[config.mk]
export PLATFORM = sky130hd
export DESIGN_NAME = avr_uart_rx
export DESIGN_NICKNAME = d
export VERILOG_FILES = /design/src/rtl/avr_uart_rx.sv
export SDC_FILE = /design/constraint.sdc
export NUM_CORES = 1
export LEC_CHECK = 0
export ABC_AREA = 1
export ABC_CLOCK_PERIOD_IN_PS = 2300
export BUFFER_PORTS_ARGS = -buffer_cell sky130_fd_sc_hd__buf_2
export CORE_UTILIZATION = 55
export CTS_CLUSTER_SIZE = 14
export DETAILED_ROUTE_END_ITERATION = 7
export PLACE_DENSITY = 0.73
export SYNTH_ARGS = -nofsm -noshare
export SYNTH_HDL_FRONTEND = slang
export SYNTH_SLANG_ARGS = --single-unit
[constraint.sdc]
create_clock -name clk -period 2.3 [get_ports clk]
set_input_delay 0.23 -clock clk [delete_from_list [all_inputs] [get_ports clk]]
set_output_delay 0.23 -clock clk [all_outputs]
set_load 0.01 [all_outputs]
[src/rtl/avr_uart_rx.sv]
// 8N1 serial receiver for the AVR link: synchronizer, start-glitch / framing
// checks, and a small FIFO presenting bytes through a valid/ready interface.
module avr_uart_rx #(
  parameter int CLK_PER_BIT = 100,
  parameter int FIFO_AW     = 2
) (
  input  logic       clk,
  input  logic       rst_n,
  input  logic       rx_en,
  input  logic       rx,
  output logic [7:0] data,
  output logic       valid,
  input  logic       ready,
  output logic       frame_err,
  output logic       overflow
);

  localparam int HALF  = CLK_PER_BIT / 2;
  localparam int CW    = $clog2(CLK_PER_BIT);
  localparam int DEPTH = 1 << FIFO_AW;

  typedef enum logic [2:0] {
    ST_IDLE, ST_START, ST_DATA, ST_STOP, ST_WAIT_HI
  } state_t;

  state_t              r_state;
  logic                r_sync1, r_rx_s;
  logic [CW-1:0]       r_clk_cnt;
  logic [2:0]          r_bit_cnt;
  logic [7:0]          r_shift;

  logic [7:0]          r_mem [DEPTH];
  logic [FIFO_AW-1:0]  r_wr_ptr, r_rd_ptr;
  logic [FIFO_AW:0]    r_count;

  logic w_tick_half, w_tick_bit, w_stop_smp, w_push, w_pop, w_full, w_wr;

  // Two-flop synchronizer; idles high so reset doesn't look like a start bit.
  always_ff @(posedge clk or negedge rst_n) begin
    if (!rst_n) begin
      r_sync1 <= 1'b1;
      r_rx_s  <= 1'b1;
    end else begin
      r_sync1 <= rx;
      r_rx_s  <= r_sync1;
    end
  end

  assign w_tick_half = (r_clk_cnt == CW'(HALF - 1));
  assign w_tick_bit  = (r_clk_cnt == CW'(CLK_PER_BIT - 1));
  assign w_stop_smp  = (r_state == ST_STOP) && w_tick_bit && rx_en;
  assign w_push      = w_stop_smp && r_rx_s;

  always_ff @(posedge clk or negedge rst_n) begin
    if (!rst_n) begin
      r_state   <= ST_IDLE;
      r_clk_cnt <= '0;
      r_bit_cnt <= '0;
      r_shift   <= '0;
      frame_err <= 1'b0;
    end else begin
      frame_err <= 1'b0;
      if (!rx_en && r_state != ST_IDLE) begin
        r_state   <= ST_IDLE;
        r_clk_cnt <= '0;
        r_bit_cnt <= '0;
      end else begin
        case (r_state)
          ST_IDLE: begin
            r_clk_cnt <= '0;
            r_bit_cnt <= '0;
            if (!r_rx_s && rx_en) r_state <= ST_START;
          end
          ST_START: begin
            if (w_tick_half) begin
              r_clk_cnt <= '0;
              r_bit_cnt <= '0;
              r_state   <= r_rx_s ? ST_IDLE : ST_DATA;
            end else begin
              r_clk_cnt <= r_clk_cnt + 1'b1;
            end
          end
          ST_DATA: begin
            if (w_tick_bit) begin
              r_clk_cnt <= '0;
              r_shift   <= {r_rx_s, r_shift[7:1]};
              if (r_bit_cnt == 3'd7) begin
                r_bit_cnt <= '0;
                r_state   <= ST_STOP;
              end else begin
                r_bit_cnt <= r_bit_cnt + 1'b1;
              end
            end else begin
              r_clk_cnt <= r_clk_cnt + 1'b1;
            end
          end
          ST_STOP: begin
            if (w_tick_bit) begin
              r_clk_cnt <= '0;
              if (r_rx_s) begin
                r_state <= ST_IDLE;
              end else begin
                frame_err <= 1'b1;
                r_state   <= ST_WAIT_HI;
              end
            end else begin
              r_clk_cnt <= r_clk_cnt + 1'b1;
            end
          end
          ST_WAIT_HI: begin
            r_clk_cnt <= '0;
            if (r_rx_s) r_state <= ST_IDLE;
          end
          default: r_state <= ST_IDLE;
        endcase
      end
    end
  end

  // A full FIFO still takes the byte if the head leaves on the same edge.
  assign w_full = (r_count == (FIFO_AW+1)'(DEPTH));
  assign w_pop  = valid && ready;
  assign w_wr   = w_push && (!w_full || w_pop);
  assign valid  = (r_count != '0);
  assign data   = r_mem[r_rd_ptr];

  always_ff @(posedge clk or negedge rst_n) begin
    if (!rst_n) begin
      for (int i = 0; i < DEPTH; i++) r_mem[i] <= '0;
      r_wr_ptr <= '0;
      r_rd_ptr <= '0;
      r_count  <= '0;
      overflow <= 1'b0;
    end else begin
      overflow <= w_push && w_full && !w_pop;
      if (w_wr) begin
        r_mem[r_wr_ptr] <= r_shift;
        r_wr_ptr        <= r_wr_ptr + 1'b1;
      end
      if (w_pop) r_rd_ptr <= r_rd_ptr + 1'b1;
      case ({w_wr, w_pop})
        2'b10:   r_count <= r_count + 1'b1;
        2'b01:   r_count <= r_count - 1'b1;
        default: r_count <= r_count;
      endcase
    end
  end

endmodule

# After elaboration in Yosys (flattened, before gate mapping)
# Cells that the tools add are included.
# word_totals
ff_bits,64
out_inout_bits,11
in_bits,5
# classes
n_reduce_logical,26
n_addsub,6
magnitude_cmp,3
eq_ne,16
n_bitwise,3
muxes,30
# ops
operator,n
$mux 3,12
$bwmux 32,1
$mux 8,3
$mux 7,3
$pmux 7 s3,1
$bmux 8 s2,1
$demux 8 s2,1
$ne 3x3->1 const B,5
$pmux 3 s5,1
$logic_and 1x1->1,10
$eq 3x3->1 const B,3
$pmux 3 s3,1
$reduce_bool 4->1,2
$add 7x1->7 const B,1
$eq 7x6->1 const B,1
$eq 7x7->1 const B,1
$add 3x1->3 const B,2
$eq 3x2->1 const B,2
$ge 3x3->1 const B,2
$not 2->3,2
$pmux 3 s2,1
$reduce_and 3->1,2
$reduce_and 6->1,1
$reduce_bool 3->1,2
other kinds (15),23

# Logic depth before layout (Yosys ltp)
# Gate-level depths: netlist (run 1).
# logic_depth
depth_word,7
mapped_depth,13
ltp_nobuf,12

# Worst setup path after synthesis (run 1)
# Ideal clock, no wire load.
# synth_path
path_type,register -> register
start,reg r_clk_cnt[0]
end,reg r_count[2]
period_less_slack_ns,2.197
arrival_ns,2.066
setup_slack_ns,0.103
stages_incl_launch_ff,14
cell_sequence,dfrtp_1 ha_1 inv_2 nor2_4 nand3_4 nor3_4 buf_6 nand2_1 ha_1 inv_1 fa_1 a21oi_1 o21ai_0 xor2_1
# synth_between
elab_chain_cells,7
elab_cells_between_ends,9
cone_classes,3 x eq/ne; 1 x mux; 5 x reduce/logical
# synth_rtl
element,line_no,rtl
start: declaration,28,logic [CW-1:0] r_clk_cnt;
start signal: assignment,80,r_clk_cnt <= r_clk_cnt + 1'b1;
start signal: assignment,94,r_clk_cnt <= r_clk_cnt + 1'b1;
start signal: assignment,107,r_clk_cnt <= r_clk_cnt + 1'b1;
$eq 7x7->1 (*),50,assign w_tick_bit = (r_clk_cnt == CW'(CLK_PER_BIT - 1));
$logic_and 1x1->1 (*) (2 in series),51,assign w_stop_smp = (r_state == ST_STOP) && w_tick_bit && rx_en;
$logic_and 1x1->1 (*),52,assign w_push = w_stop_smp && r_rx_s;
$logic_and 1x1->1 (*),123,assign w_wr = w_push && (!w_full || w_pop);
$eq 2x1->1 / $eq 2x2->1 (equally long branches),141,"case ({w_wr, w_pop})"
$pmux 3 s2 / $reduce_bool 2->1 (equally long branches),--,
end signal: assignment,142,2'b10: r_count <= r_count + 1'b1;
end signal: assignment,143,2'b01: r_count <= r_count - 1'b1;
end signal: assignment,144,default: r_count <= r_count;
end: declaration,34,logic [FIFO_AW:0] r_count;
# Mark *: on every way between the ends. The rest lies on a longest branch, timed or not.
# A chain may end at the register's enable or synchronous reset.

# Worst setup path in the final report (run 1)
# layout_path
start,reg r_clk_cnt[1]
end,reg r_count[2]
# The elaborated chain is that of the path after synthesis.

==> results of run 1 <==
per-stage QoR:
step	power [mW]	cells	util (%)
2_1_floorplan	2.17	418	-
3_3_place_gp	2.47	492	58.4
3_5_place_dp	2.49	492	58.4
4_1_cts	3.58	509	62.4
5_1_grt	3.85	509	62.7
6_report	3.59	509	62.7
Yosys cell counts:
master	number	area share (%)
a21oi_1	9	1.3
buf_2	6	0.89
buf_6	4	1.3
clkbuf_1	10	1.1
clkbuf_2	1	0.15
dfrtp_1	62	46
dfstp_2	2	1.6
fa_1	1	0.59
ha_1	9	3.3
inv_1	36	4.0
inv_2	4	0.45
nand2_1	131	15
nand2_2	1	0.19
nand3_1	20	3.0
nand3_2	3	0.89
nand3_4	1	0.52
nand4_1	37	6.9
nand4_2	1	0.37
nor2_1	27	3.0
nor2_2	2	0.37
nor2_4	2	0.67
nor3_4	1	0.48
nor4_1	1	0.19
o21ai_0	25	3.7
o21ai_1	5	0.74
o21bai_1	2	0.45
o22ai_1	9	1.7
or2_2	1	0.19
xnor2_1	1	0.26
xor2_1	4	1.0
flip-flops by register name, summed over array words and instances (netlist names):
name / flops
frame_err: 1
r_clk_cnt: 7
r_shift: 8
r_count: 3
r_mem: 32
r_rd_ptr: 2
r_state: 3
r_bit_cnt: 3
overflow: 1
r_wr_ptr: 2
r_sync1: 1
r_rx_s: 1
power by group:
part | switching (mW) | internal (mW) | leakage (nW)
Sequential | 0.126 | 1.22 | 0.855
Clock | 0.449 | 0.645 | 0.117
Combinational | 0.740 | 0.409 | 1.02
Total | 1.32 | 2.28 | 1.99
area by class of cell:
cell class,instances,area (um^2),area share (%)
clock buffers,10,138,3.71
clock inverters,6,91.3,2.46
inverters,40,150,4.04
multi-input cells,293,1510,40.8
flip-flops and latches,64,1600,43.2
well taps,75,93.8,2.53
repair buffers,21,123,3.30
kinds of logic after synthesis:
| logic type | Yosys count |
|---|---|
| fa+ha+maj | 10 |
| buf+inv | 61 |
| xor+xnor | 5 |
| simple gates | 228 |
| compound gates | 50 |
| flops | 64 |
layer usage:
layer / vias up / share of wire (%) / global-route usage, % / wire length [um]
met2: 116 / 46 / 38.3 / 3140
met1: 1279 / 47 / 33.1 / 3170
met4: 0 / 2.1 / 12.7 / 140
met3: 19 / 5.4 / 3.98 / 367
met5: - / 0 / 0 / 0
li1: 1398 / - / - / -
critical path: cells and delay by family, from the launching register on:
kind	cells	cell delay [ns]
simple gates	4	0.29
compound gates	2	0.26
xor+xnor	1	0.15
fa+ha+maj	3	0.76
buf+inv	2	0.13
flops	1	0.44
path summary, 6_finish.rpt:
check,depth (start not counted),to,slack [ns],startpoint
max reg2reg,12,r_count[2]$_DFFE_PN0P_,0.15,r_clk_cnt[1]$_DFFE_PN0P_
max in group asynchronous,2,r_state[2]$_DFFE_PN0P_,1.72,rst_n
min reg2reg,0,r_rx_s$_DFF_PN1_,0.36,r_sync1$_DFF_PN1_
max,12,r_count[2]$_DFFE_PN0P_,0.15,r_clk_cnt[1]$_DFFE_PN0P_
min in group clk,3,overflow$_DFF_PN0_,0.30,rx_en
min,2,r_rd_ptr[0]$_DFFE_PN0P_,0.06,rst_n
what timing repair did:
| action | CTS | global route |
|---|---|---|
| hold buffers | 1 | 0 |
| buffers inserted | 0 | 0 |
| setup endpoints to repair | 0 | 12 |
| hold endpoints to repair | 1 | 0 |
| gates resized for setup | 0 | 3 |
==> results.sh, run 1 <==
export IMPL_ys_ff_latch=64
export IMPL_critPathLaunchType="flip-flop"
export IMPL_fin_crit_ns=2.15
export IMPL_setup_violations=0
export IMPL_synth_xor_area_share_pct=1.30
export IMPL_ys_seq_area_share_pct=47.6
export IMPL_grt_max_degree=65
export IMPL_gp_congestion=0.954
export IMPL_first_iter_violations=290
export IMPL_vias=2812
export IMPL_wl_um=6820
export IMPL_dr_pass1_iters=5
export IMPL_fin_nets=444
export IMPL_drive_above_1_share_pct=12.9
export IMPL_io_pin_count=16
export IMPL_power_leakage_nw=1.99
export IMPL_synth_compound_area_share_pct=7.91
export IMPL_timing_final_crit_share_pct=93.7
export IMPL_path_class="flip-flop to flip-flop"
export IMPL_synth_area_mm2=0.00337
export IMPL_cap_violations=0
export IMPL_fin_area_mm2=0.00371
export IMPL_antenna_left=0
export IMPL_path_max_fanout=7
export IMPL_htree_levels=3
export IMPL_irDropWorstVdd_mv=0.510
export IMPL_antenna_cells=0
export IMPL_grt_pass1_wl_um=12300
export IMPL_post_drt_via_cell_ratio=5.52
export IMPL_syn_nets=433
export IMPL_cts_tree="built"
export IMPL_grt_setup_unrepaired="false"
export IMPL_layout_commonest_cell="nand2_1"
export IMPL_timing_fmax_mhz=464
export IMPL_start_util_pct=56.9
export IMPL_synthAdderAreaFrac_pct=3.94
export IMPL_hold_path_class="input pin to asynchronous set/reset pin"
export IMPL_root_buffer="clkbuf_8"
export IMPL_synth_top_family_by_area="simple AND/OR/NAND/NOR gates"
export IMPL_routedWlPerCell_um=13.4
export IMPL_rows=28
export IMPL_cts_buffers_inserted=9
export IMPL_syn_inst=418
export IMPL_syn_to_final_growth_pct=10.2
export IMPL_finalSetupTns_ns=0
export IMPL_dieWidth_um=80.3
export IMPL_die_area_mm2=0.00644
export IMPL_route_detailed_drc=0
export IMPL_grtUsageTotal_pct=24.6
export IMPL_cp_cell_sequence="ha_4, inv_2, nor2_4, nand3_4, nor3_4, nand2_1, ha_1, inv_1, fa_1, a21oi_2, o21ai_0, xor2_1"
export IMPL_slew_viol_final=0
export IMPL_die_h_um=80.3
export IMPL_hold_slack_ns=0.0624
export IMPL_avgSynthCellArea_um2=8.06
export IMPL_nFillCells=494
export IMPL_arrival_ns=2.37
export IMPL_clock_tree_buffer_depth=2
export IMPL_critPathSlowestCell="dfrtp_1"
export IMPL_setup_ws_ns=0.145
export IMPL_max_stage_delay_ns=0.44
export IMPL_crit_required_ns=2.51
export IMPL_synthMuxAreaShare_pct=0
export IMPL_yosys_area_share_simple_pct=31.3
export IMPL_yosys_cell_types_count=30
export IMPL_maxSlewHeadroom_pct=47.8
export IMPL_placedInstanceArea_mm2=0.00346
export IMPL_powerDensity_mw_per_mm2=967
export IMPL_grt_overflow_total=0
export IMPL_mostFrequentLayoutCells="131 x nand2_1, 62 x dfrtp_1, 37 x nand4_1"
export IMPL_port_buffers=15
export IMPL_clock_sinks=64
export IMPL_final_hold_violation_count=0
export IMPL_cp_end_kind="flip-flop"
export IMPL_tightest_slew_ns=0.783
export IMPL_cts_clk_slew_worst_paths_ns=0.07
export IMPL_outcome="finished clean"
export IMPL_coreArea_mm2=0.00592
export IMPL_yosys_warnings=0
export IMPL_hpwl_um=4670
export IMPL_antenna_found_initial=0
export IMPL_preCtsSetupSlack_ns=0.142
export IMPL_grt_pass1_vias=2757
export IMPL_clock_skew_ns=0.00937
export IMPL_clk_insertion_delay_late_ns=0.33
(Power assumes the default switching activity.)
==> run 2: changes to the inputs <==
--- a/config.mk
+++ b/config.mk
@@ -12,6 +12,7 @@
 export CTS_CLUSTER_SIZE = 14
 export DETAILED_ROUTE_END_ITERATION = 7
 export PLACE_DENSITY = 0.73
+export SETUP_SLACK_MARGIN = 0.15
 export SYNTH_ARGS = -nofsm -noshare
 export SYNTH_HDL_FRONTEND = slang
 export SYNTH_SLANG_ARGS = --single-unit
==> results.sh, run 2 (synthesis results as in run 1) <==
export IMPL_outcome="finished clean"
export IMPL_arrival_ns=2.29
export IMPL_dr_pass1_iters=4
export IMPL_combPwrFrac_pct=33.8
export IMPL_path_class="flip-flop to flip-flop"
export IMPL_clock_skew_ns=0.00915
export IMPL_rows=28
export IMPL_drive_above_1_share_pct=13.5
export IMPL_clock_tree_buffer_depth=2
export IMPL_timing_final_crit_share_pct=90.1
export IMPL_power_share_switching_pct=37.0
export IMPL_hpwl_um=4790
export IMPL_critPathSlowestCell="dfrtp_1"
export IMPL_power_frac_seq_pct=38.2
export IMPL_antenna_found_initial=0
export IMPL_power_leakage_nw=2.00
export IMPL_gp_congestion=0.863
export IMPL_cp_depth=12
export IMPL_cts_clk_slew_worst_paths_ns=0.07
export IMPL_antenna_cells=0
export IMPL_first_iter_violations=183
export IMPL_route_detailed_drc=0
export IMPL_htree_levels=3
export IMPL_finalSetupTns_ns=0
export IMPL_cap_violations=0
export IMPL_root_buffer="clkbuf_8"
export IMPL_internal_power_mw=2.21
export IMPL_grt_pass1_vias=2652
export IMPL_setup_violations=0
export IMPL_start_util_pct=56.9
export IMPL_mostFrequentLayoutCells="131 x nand2_1, 62 x dfrtp_1, 37 x nand4_1"
export IMPL_cts_buffers_inserted=9
export IMPL_grt_setup_unrepaired="true"
export IMPL_pwr_share_clk_pct=28.0
export IMPL_reg_top3="r_mem: 32 flops, r_shift: 8 flops, r_clk_cnt: 7 flops"
export IMPL_grtUsageTotal_pct=23.6
export IMPL_coreArea_mm2=0.00592
export IMPL_power_switching_mw=1.30
export IMPL_holdPathStages=4
export IMPL_reg2reg_depth=12
export IMPL_grt_overflow_total=0
export IMPL_clk_insertion_delay_late_ns=0.34
export IMPL_syn_to_final_growth_pct=10.7
export IMPL_cp_cell_sequence="ha_4, inv_2, nor2_4, nand3_4, nor3_4, nand2_1, ha_1, inv_2, fa_1, a21oi_2, o21ai_1, xor2_1"
export IMPL_fin_crit_ns=2.07
export IMPL_fin_nets=447
export IMPL_top_register="r_mem"
export IMPL_final_hold_violation_count=0
export IMPL_max_stage_delay_ns=0.42
export IMPL_tightest_slew_ns=0.672
export IMPL_critPathTopFamily="adder cells"
export IMPL_layout_commonest_cell="nand2_1"
export IMPL_clock_sinks=64
export IMPL_antenna_left=0
export IMPL_timing_fmax_mhz=483
export IMPL_io_pin_count=16
export IMPL_dieWidth_um=80.3
export IMPL_setup_ws_ns=0.227
export IMPL_maxSlewHeadroom_pct=55.2
export IMPL_routedWlPerCell_um=13.4
export IMPL_grt_pass1_wl_um=11700
export IMPL_wl_um=6880
export IMPL_die_area_mm2=0.00644
export IMPL_post_drt_via_cell_ratio=5.38
export IMPL_critPathLaunchType="flip-flop"
export IMPL_vias=2753
export IMPL_irDropWorstVdd_mv=0.513
export IMPL_port_buffers=15
export IMPL_cp_end_kind="flip-flop"
export IMPL_preCtsSetupSlack_ns=0.175
export IMPL_hold_path_class="input pin to flip-flop"
export IMPL_cp_num_buf_inv=2
export IMPL_cts_tree="built"
export IMPL_crit_required_ns=2.51
export IMPL_cpMostUsedCell="inv_2"
export IMPL_largest_register_ffs=32
export IMPL_die_h_um=80.3
export IMPL_slew_viol_final=0
export IMPL_grt_max_degree=40
export IMPL_path_max_fanout=7
export IMPL_powerDensity_mw_per_mm2=940
-- run 2: metrics by stage --
step	hold slack, ns	instance area, um^2	util [%]	total power [mW]	std cells
2_1_floorplan	-0.0656	3380	-	2.17	418
3_3_place_gp	0.301	3490	59.0	2.48	493
3_5_place_dp	0.298	3490	59.0	2.51	493
4_1_cts	0.301	3710	62.7	3.49	511
5_1_grt	0.329	3730	63.0	3.74	512
6_report	0.306	3730	63.0	3.51	512
-- run 2: tightest hold or removal path, cell delays in order --
cell and delay (ns):
buf_2 0.10, inv_1 0.06, a21oi_1 0.08, xor2_1 0.13
-- run 2: what timing repair did --
item / 4_1_cts / 5_1_grt
hold buffers: 2 / 0
buffers inserted: 0 / 1
gates resized for setup: 0 / 6
endpoints found under the hold margin: 29 / 0
endpoints found under the setup margin: 0 / 18
-- run 2: path summary, 6_finish.rpt --
check	start	endpoint	slack [ns]
setup / recovery	r_clk_cnt[1]$_DFFE_PN0P_	r_count[2]$_DFFE_PN0P_	0.23
hold / removal	ready	r_rd_ptr[0]$_DFFE_PN0P_	0.31
setup reg to reg	r_clk_cnt[1]$_DFFE_PN0P_	r_count[2]$_DFFE_PN0P_	0.23
hold reg to reg	r_sync1$_DFF_PN1_	r_rx_s$_DFF_PN1_	0.36
max in group asynchronous	rst_n	r_sync1$_DFF_PN1_	1.15
min in group asynchronous	rst_n	r_mem[3]$_DFFE_PN0P_	0.46
-- run 2: power by group through the flow --
stage,combinational (mW),clock (mW),sequential [mW]
2_1_floorplan,0.856,0,1.32
3_3_place_gp,1.13,0,1.36
3_5_place_dp,1.15,0,1.36
4_1_cts,1.16,0.988,1.34
5_1_grt,1.35,1.03,1.35
6_report,1.19,0.981,1.34
-- run 2: area by class of cell --
type / count / area (um^2)
inverter: 40 / 150
tap: 75 / 93.8
multi-input combinational: 293 / 1520
clock buffer: 13 / 159
sequential: 64 / 1600
fill: 513 / 2190
timing repair buffer: 24 / 160
clock inverter: 3 / 40.0
-- run 2: layer usage --
metal	global-route usage, %	routed length, um	vias to the layer above
li1	-	-	1417
met1	29.8	3280	1289
met2	39.7	3310	36
met3	3.86	181	11
met4	10.7	110	0
met5	0	0	-
